`src/rtl/lfsr_pkg.sv`:
```
// Shared constants for the LFSR generator: structure selectors and
// maximal-length tap masks for widths 4..32.
package lfsr_pkg;

  localparam bit MODE_FIBONACCI = 1'b0;
  localparam bit MODE_GALOIS    = 1'b1;

  localparam logic [3:0]  TAPS_4  = 4'hC;
  localparam logic [4:0]  TAPS_5  = 5'h14;
  localparam logic [5:0]  TAPS_6  = 6'h30;
  localparam logic [6:0]  TAPS_7  = 7'h60;
  localparam logic [7:0]  TAPS_8  = 8'hB8;
  localparam logic [8:0]  TAPS_9  = 9'h110;
  localparam logic [9:0]  TAPS_10 = 10'h240;
  localparam logic [10:0] TAPS_11 = 11'h500;
  localparam logic [11:0] TAPS_12 = 12'hE08;
  localparam logic [12:0] TAPS_13 = 13'h1C80;
  localparam logic [13:0] TAPS_14 = 14'h3802;
  localparam logic [14:0] TAPS_15 = 15'h6000;
  localparam logic [15:0] TAPS_16 = 16'hB400;
  localparam logic [16:0] TAPS_17 = 17'h12000;
  localparam logic [17:0] TAPS_18 = 18'h20400;
  localparam logic [18:0] TAPS_19 = 19'h72000;
  localparam logic [19:0] TAPS_20 = 20'h90000;
  localparam logic [20:0] TAPS_21 = 21'h140000;
  localparam logic [21:0] TAPS_22 = 22'h300000;
  localparam logic [22:0] TAPS_23 = 23'h420000;
  localparam logic [23:0] TAPS_24 = 24'hE10000;
  localparam logic [24:0] TAPS_25 = 25'h1200000;
  localparam logic [25:0] TAPS_26 = 26'h2000023;
  localparam logic [26:0] TAPS_27 = 27'h4000013;
  localparam logic [27:0] TAPS_28 = 28'h9000000;
  localparam logic [28:0] TAPS_29 = 29'h14000000;
  localparam logic [29:0] TAPS_30 = 30'h20000029;
  localparam logic [30:0] TAPS_31 = 31'h48000000;
  localparam logic [31:0] TAPS_32 = 32'h80200003;

  // Zero-extended default mask for a width; zero means the width is unsupported.
  function automatic logic [31:0] default_taps(input int unsigned width);
    case (width)
      4:       return 32'(TAPS_4);
      5:       return 32'(TAPS_5);
      6:       return 32'(TAPS_6);
      7:       return 32'(TAPS_7);
      8:       return 32'(TAPS_8);
      9:       return 32'(TAPS_9);
      10:      return 32'(TAPS_10);
      11:      return 32'(TAPS_11);
      12:      return 32'(TAPS_12);
      13:      return 32'(TAPS_13);
      14:      return 32'(TAPS_14);
      15:      return 32'(TAPS_15);
      16:      return 32'(TAPS_16);
      17:      return 32'(TAPS_17);
      18:      return 32'(TAPS_18);
      19:      return 32'(TAPS_19);
      20:      return 32'(TAPS_20);
      21:      return 32'(TAPS_21);
      22:      return 32'(TAPS_22);
      23:      return 32'(TAPS_23);
      24:      return 32'(TAPS_24);
      25:      return 32'(TAPS_25);
      26:      return 32'(TAPS_26);
      27:      return 32'(TAPS_27);
      28:      return 32'(TAPS_28);
      29:      return 32'(TAPS_29);
      30:      return 32'(TAPS_30);
      31:      return 32'(TAPS_31);
      32:      return TAPS_32;
      default: return 32'h0000_0000;
    endcase
  endfunction

endpackage

```
`src/rtl/lfsr_prng_gen_step.sv`:
```
// Purely combinational single LFSR step, Galois right-shift or
// Fibonacci left-shift depending on GALOIS.
module lfsr_step
  import lfsr_pkg::*;
#(
  parameter int unsigned      WIDTH  = 8,
  parameter logic [WIDTH-1:0] TAPS   = TAPS_8,
  parameter bit               GALOIS = MODE_GALOIS
) (
  input  logic [WIDTH-1:0] state,
  output logic [WIDTH-1:0] next_state
);

  // One shift of the register with tap feedback.
  always_comb begin
    next_state = state;
    if (GALOIS == MODE_GALOIS) begin
      if (state[0]) begin
        next_state = {1'b0, state[WIDTH-1:1]} ^ TAPS;
      end else begin
        next_state = {1'b0, state[WIDTH-1:1]};
      end
    end else begin
      next_state = {state[WIDTH-2:0], ^(state & TAPS)};
    end
  end

endmodule

```
`src/rtl/lfsr_prng_gen.sv`:
```
// Maximal-length LFSR generator with seed loading, zero-lockup recovery,
// valid/ready output handshake and period-completion detection.
module lfsr_prng_gen
  import lfsr_pkg::*;
#(
  parameter int unsigned      WIDTH  = 8,
  parameter logic [WIDTH-1:0] TAPS   = TAPS_8,
  parameter logic [WIDTH-1:0] SEED   = {{(WIDTH-1){1'b0}}, 1'b1},
  parameter bit               GALOIS = MODE_GALOIS,
  parameter int unsigned      CNT_W  = 32
) (
  input  logic             clk,
  input  logic             rst_n,
  input  logic             en,
  input  logic             seed_load,
  input  logic [WIDTH-1:0] seed_in,
  input  logic             out_ready,
  output logic             out_valid,
  output logic [WIDTH-1:0] q,
  output logic             wrap,
  output logic [CNT_W-1:0] period_len,
  output logic             lockup_err
);

  localparam logic [WIDTH-1:0] W_ZERO   = {WIDTH{1'b0}};
  localparam logic [CNT_W-1:0] CNT_ZERO = {CNT_W{1'b0}};
  localparam logic [CNT_W-1:0] CNT_ONE  = {{(CNT_W-1){1'b0}}, 1'b1};
  localparam logic [CNT_W-1:0] CNT_MAX  = {CNT_W{1'b1}};

  logic [WIDTH-1:0] q_r;
  logic [WIDTH-1:0] start_r;
  logic             valid_r;
  logic             wrap_r;
  logic [CNT_W-1:0] period_r;
  logic [CNT_W-1:0] cnt_r;
  logic             lockup_r;

  logic [WIDTH-1:0] next_s;
  logic             step_s;
  logic [CNT_W-1:0] cnt_inc_s;

  lfsr_step #(
    .WIDTH  (WIDTH),
    .TAPS   (TAPS),
    .GALOIS (GALOIS)
  ) u_step (
    .state      (q_r),
    .next_state (next_s)
  );

  assign step_s    = en & valid_r & out_ready & ~seed_load;
  assign cnt_inc_s = (cnt_r == CNT_MAX) ? cnt_r : (cnt_r + CNT_ONE);

  // Generator state: load beats step; a zero state or zero seed falls back to SEED.
  always_ff @(posedge clk) begin
    if (!rst_n) begin
      q_r      <= SEED;
      start_r  <= SEED;
      valid_r  <= 1'b0;
      wrap_r   <= 1'b0;
      period_r <= CNT_ZERO;
      cnt_r    <= CNT_ZERO;
      lockup_r <= 1'b0;
    end else if (seed_load) begin
      valid_r <= 1'b0;
      wrap_r  <= 1'b0;
      cnt_r   <= CNT_ZERO;
      if (seed_in == W_ZERO) begin
        q_r      <= SEED;
        start_r  <= SEED;
        lockup_r <= 1'b1;
      end else begin
        q_r      <= seed_in;
        start_r  <= seed_in;
        lockup_r <= 1'b0;
      end
    end else begin
      valid_r <= 1'b1;
      if (step_s) begin
        if (q_r == W_ZERO) begin
          q_r      <= SEED;
          start_r  <= SEED;
          lockup_r <= 1'b1;
          wrap_r   <= 1'b0;
          cnt_r    <= CNT_ZERO;
        end else if (next_s == start_r) begin
          q_r      <= next_s;
          wrap_r   <= 1'b1;
          period_r <= cnt_inc_s;
          cnt_r    <= CNT_ZERO;
        end else begin
          q_r    <= next_s;
          wrap_r <= 1'b0;
          cnt_r  <= cnt_inc_s;
        end
      end else begin
        wrap_r <= 1'b0;
      end
    end
  end

  assign q          = q_r;
  assign out_valid  = valid_r;
  assign wrap       = wrap_r;
  assign period_len = period_r;
  assign lockup_err = lockup_r;

endmodule

```
`config.mk`:
```
export PLATFORM = sky130hd
export DESIGN_NAME = lfsr_prng_gen
export DESIGN_NICKNAME = d
export VERILOG_FILES = /design/src/rtl/lfsr_pkg.sv /design/src/rtl/lfsr_prng_gen_step.sv /design/src/rtl/lfsr_prng_gen.sv
export SDC_FILE = /design/constraint.sdc
export NUM_CORES = 1
export LEC_CHECK = 0
export CORE_MARGIN = 4
export CORE_UTILIZATION = 56
export CTS_CLUSTER_DIAMETER = 30
export DETAILED_ROUTE_END_ITERATION = 10
export HOLD_SLACK_MARGIN = 0.05
export MAX_ROUTING_LAYER = met4
export PLACE_DENSITY = 0.78
export SLEW_MARGIN = 20
export SYNTH_ARGS = -nofsm -noshare
export SYNTH_HDL_FRONTEND = slang
export SYNTH_HIERARCHICAL = 1
export SYNTH_SLANG_ARGS = --single-unit
```
`constraint.sdc`:
```
create_clock -name clk -period 2.5 [get_ports clk]
set_input_delay 0.5 -clock clk [delete_from_list [all_inputs] [get_ports clk]]
set_output_delay 0.5 -clock clk [all_outputs]
set_load 0.01 [all_outputs]
```
==> flow_metrics.py <==
metrics = {
    "outcome": {
        "status": "completed",
    },
    "layout": {
        "fin_cells": 664,
        "postLayoutCellArea_um2": 5330,
        "fill_cells": 646,
        "diodes": 0,
        "drive_above_1_share": 0.139,
        "area_delta_synth_final_pct": 20.9,
        "layout.nets": 571,
    },
    "yosys": {
        "yosysSeqAreaShare": 0.377,
        "ys_top_cells_by_area": "dfxtp_1, a21oi_1, a311oi_1",
        "syn_inst": 508,
        "synth_top_cell_by_area": "dfxtp_1",
        "async_flop_share": 0,
        "synthFlopType": "dfxtp_1",
        "synth_most_common_cell": "dfxtp_1",
        "synth_fp_nets": 522,
        "netlist_area_um2": 4410,
        "ys_seq_elements": 83,
        "synth_cell_types": 58,
        "syn_area_per_cell_um2": 8.67,
        "ys_top_cells_by_count": "dfxtp_1, a21oi_1, nor2_1, o21ai_0, nand2_1",
        "synth_top_area_frac": 0.377,
        "ys_warn_count": 6,
        "synth_edf_count": 0,
    },
    "setup_path": {
        "cp_cell_sequence": "ha_1 -> nand4_1 -> or4_1 -> buf_4 -> nor2_4 -> o21ai_1 -> a311oi_2",
        "rr_startpoint": "cnt_r[0]",
        "cp_data_arrival_time_ps": 2670,
        "crit_path_end_kind": "register",
        "cpMaxStageDelayCell": "or4_1",
        "required_ps": 2760,
        "critPathKind": "reg2reg",
        "crit_family": "simple AND/OR/NAND/NOR gates",
        "crit_path_max_fanout": 14,
        "critical_path_buf_inv_count": 1,
        "worst_setup_path_start_kind": "register",
        "cp-startpoint": "cnt_r[0]",
        "reg2reg_slack_ps": 90,
        "slowest_delay_ps": 510,
    },
    "die": {
        "die_y_um": 96.7,
        "rows": 32,
        "fp.coreArea_um2": 7690,
        "die_area_um2": 9350,
        "chipWidth_um": 96.7,
        "ioPinCount": 56,
        "initial_core_util": 0.573,
    },
    "hold_path": {
        "min-delay-start": "period_len[27]",
        "min_path_type": "reg2reg",
    },
    "timing": {
        "setup_tns_ps": 0,
        "slew_violations": 0,
        "post-route-period-util": 0.962,
        "finalWorstSetupSlack_ps": 94.5,
        "hold_viol_final": 0,
        "clock_skew_ps": 10.1,
        "clock.fmax_ghz": 0.416,
        "slew_headroom": 0.587,
        "fin_hold_ws_ps": 503,
        "min_period_ps": 2410,
        "grt_setup_unrepaired": "no",
        "worst_pin_slew_ps": 614,
        "finalSetupViolCount": 0,
    },
    "pwr": {
        "internal_power_mw": 1.89,
        "power_density_nw_per_um2": 474,
        "netSwitchingPower_mw": 0.635,
        "clkPwrFrac": 0.390,
        "combPwrFrac": 0.071,
        "ir_drop_uv": 341,
        "sequentialPowerShare": 0.539,
        "swShare": 0.251,
        "p_leak_nw": 1.70,
    },
    "placed_design": {
        "dpl_cell_area_um2": 5100,
        "pre_cts_ws_ps": 112,
        "numPortBuffers": 55,
        "dp_hpwl_um": 8110,
        "dp_cells": 646,
        "gp_congestion": 0.920,
    },
    "routing": {
        "post_drt_wl_per_cell_um": 17.4,
        "firstDrtPassIters": 5,
        "drt-initial-drc-count": 424,
        "drc": 0,
        "ant_nets": 0,
        "viasPerCell": 6.27,
        "via_count": 4162,
        "wirelength_um": 11600,
    },
    "flow_run": {
        "drv_cap": 0,
    },
    "grt": {
        "track_usage": 0.253,
        "grt_pass1_wl_um": 19400,
        "grt_pass1_vias": 4022,
        "grt_overflow": 0,
        "grt_antenna_before_repair": 0,
        "grt_max_degree": 66,
    },
    "clock_network": {
        "insertion_delay_ps": 360,
        "path_clk_slew_ps": 90,
        "clock_sinks": 83,
        "max-clock-path-buffers": 2,
        "htreeDepth": 3,
        "clock-root-buffer": "clkbuf_8",
        "cts_tree": "built",
        "cts_made_buffers": 9,
        "cts_hold_buf": 0,
    },
}
state kept, by name, indices dropped and copies added, names as in the netlist:
name	flops
lockup_err	1
start_r	8
out_valid	1
period_len	32
wrap	1
q	8
cnt_r	32
metrics by stage:
stage	power (mW)	util
floorplan	1.49	-
global placement	1.57	0.663
detailed placement	1.57	0.663
CTS	2.55	0.689
global route	2.61	0.693
finish	2.53	0.693
power groups by stage:
stage	combinational (mW)	sequential (mW)	clock [mW]
finish	0.180	1.36	0.985
global route	0.195	1.36	1.06
CTS	0.180	1.36	1.01
detailed placement	0.178	1.39	0
global placement	0.175	1.39	0
floorplan	0.101	1.39	0
cells by family (layout without fill, tap and decap cells):
| logic type | after synthesis | count (layout) | synth area share |
|---|---|---|---|
| DFF | 83 | 83 | 0.377 |
| xor gates and xnor gates | 37 | 37 | 0.0736 |
| adders and majority gates | 1 | 1 | 0.00284 |
| AOI/OAI and AO/OA | 174 | 174 | 0.266 |
| and+or+nand+nor | 157 | 157 | 0.217 |
| buffers and inverters | 56 | 110 | 0.0636 |
placed cells by master (no fill, tap or decap), types with 4 or more instances in the layout:
master	netlist	final
a21oi_1	50	50
and3_1	5	4
a222oi_1	7	7
or3_1	5	5
o21ai_1	8	8
dfxtp_1	83	80
nor2_1	32	32
buf_4	10	33
and4_1	4	4
nor3_1	6	6
inv_1	4	4
clkbuf_8	0	9
nand4_1	12	12
nor4_1	9	9
nand3b_1	7	7
clkdlybuf4s50_1	0	55
a211oi_1	10	10
nand2_1	31	31
a311oi_1	26	25
xnor2_1	22	22
xor2_1	15	15
o41ai_1	4	4
nand3_1	15	15
nand2b_1	6	6
a31oi_1	12	12
a22oi_1	7	7
o21ai_0	32	32
area by class of cell:
cell class / count / area, um2 / area share
inverters: 4 / 15.0 / 0.00282
clock buffers: 9 / 124 / 0.0233
multi-input cells: 369 / 2480 / 0.465
repair buffers: 90 / 838 / 0.157
flip-flops and latches: 83 / 1670 / 0.313
clock inverters: 7 / 76.3 / 0.0143
well taps: 102 / 128 / 0.0240
worst paths after layout:
check                   endpoint  depth (start not counted)
setup / recovery        cnt_r[4]                          7
hold / removal    period_len[27]                          2
setup reg to reg        cnt_r[4]                          7
hold reg to reg   period_len[27]                          2
routing by layer:
metal  track usage  up-vias  wire length (um)
li1              -     2033                 -
met1         0.315     1898              5000
met2         0.393      198              5470
met3        0.0469       33               731
met4         0.131        0               362
met5             -        -                 0
worst register-to-register path, cell delays in order (launching register included):
cell and delay, ps:
dfxtp_1 440, ha_1 220, nand4_1 160, or4_1 510
buf_4 250, nor2_4 270, o21ai_1 140, a311oi_2 320
repair_timing:
action,in CTS,in global routing
setup buffers,0,2
gates resized for setup,0,4
endpoints found under the setup margin,0,3
Power figures use the tool's default switching activity.
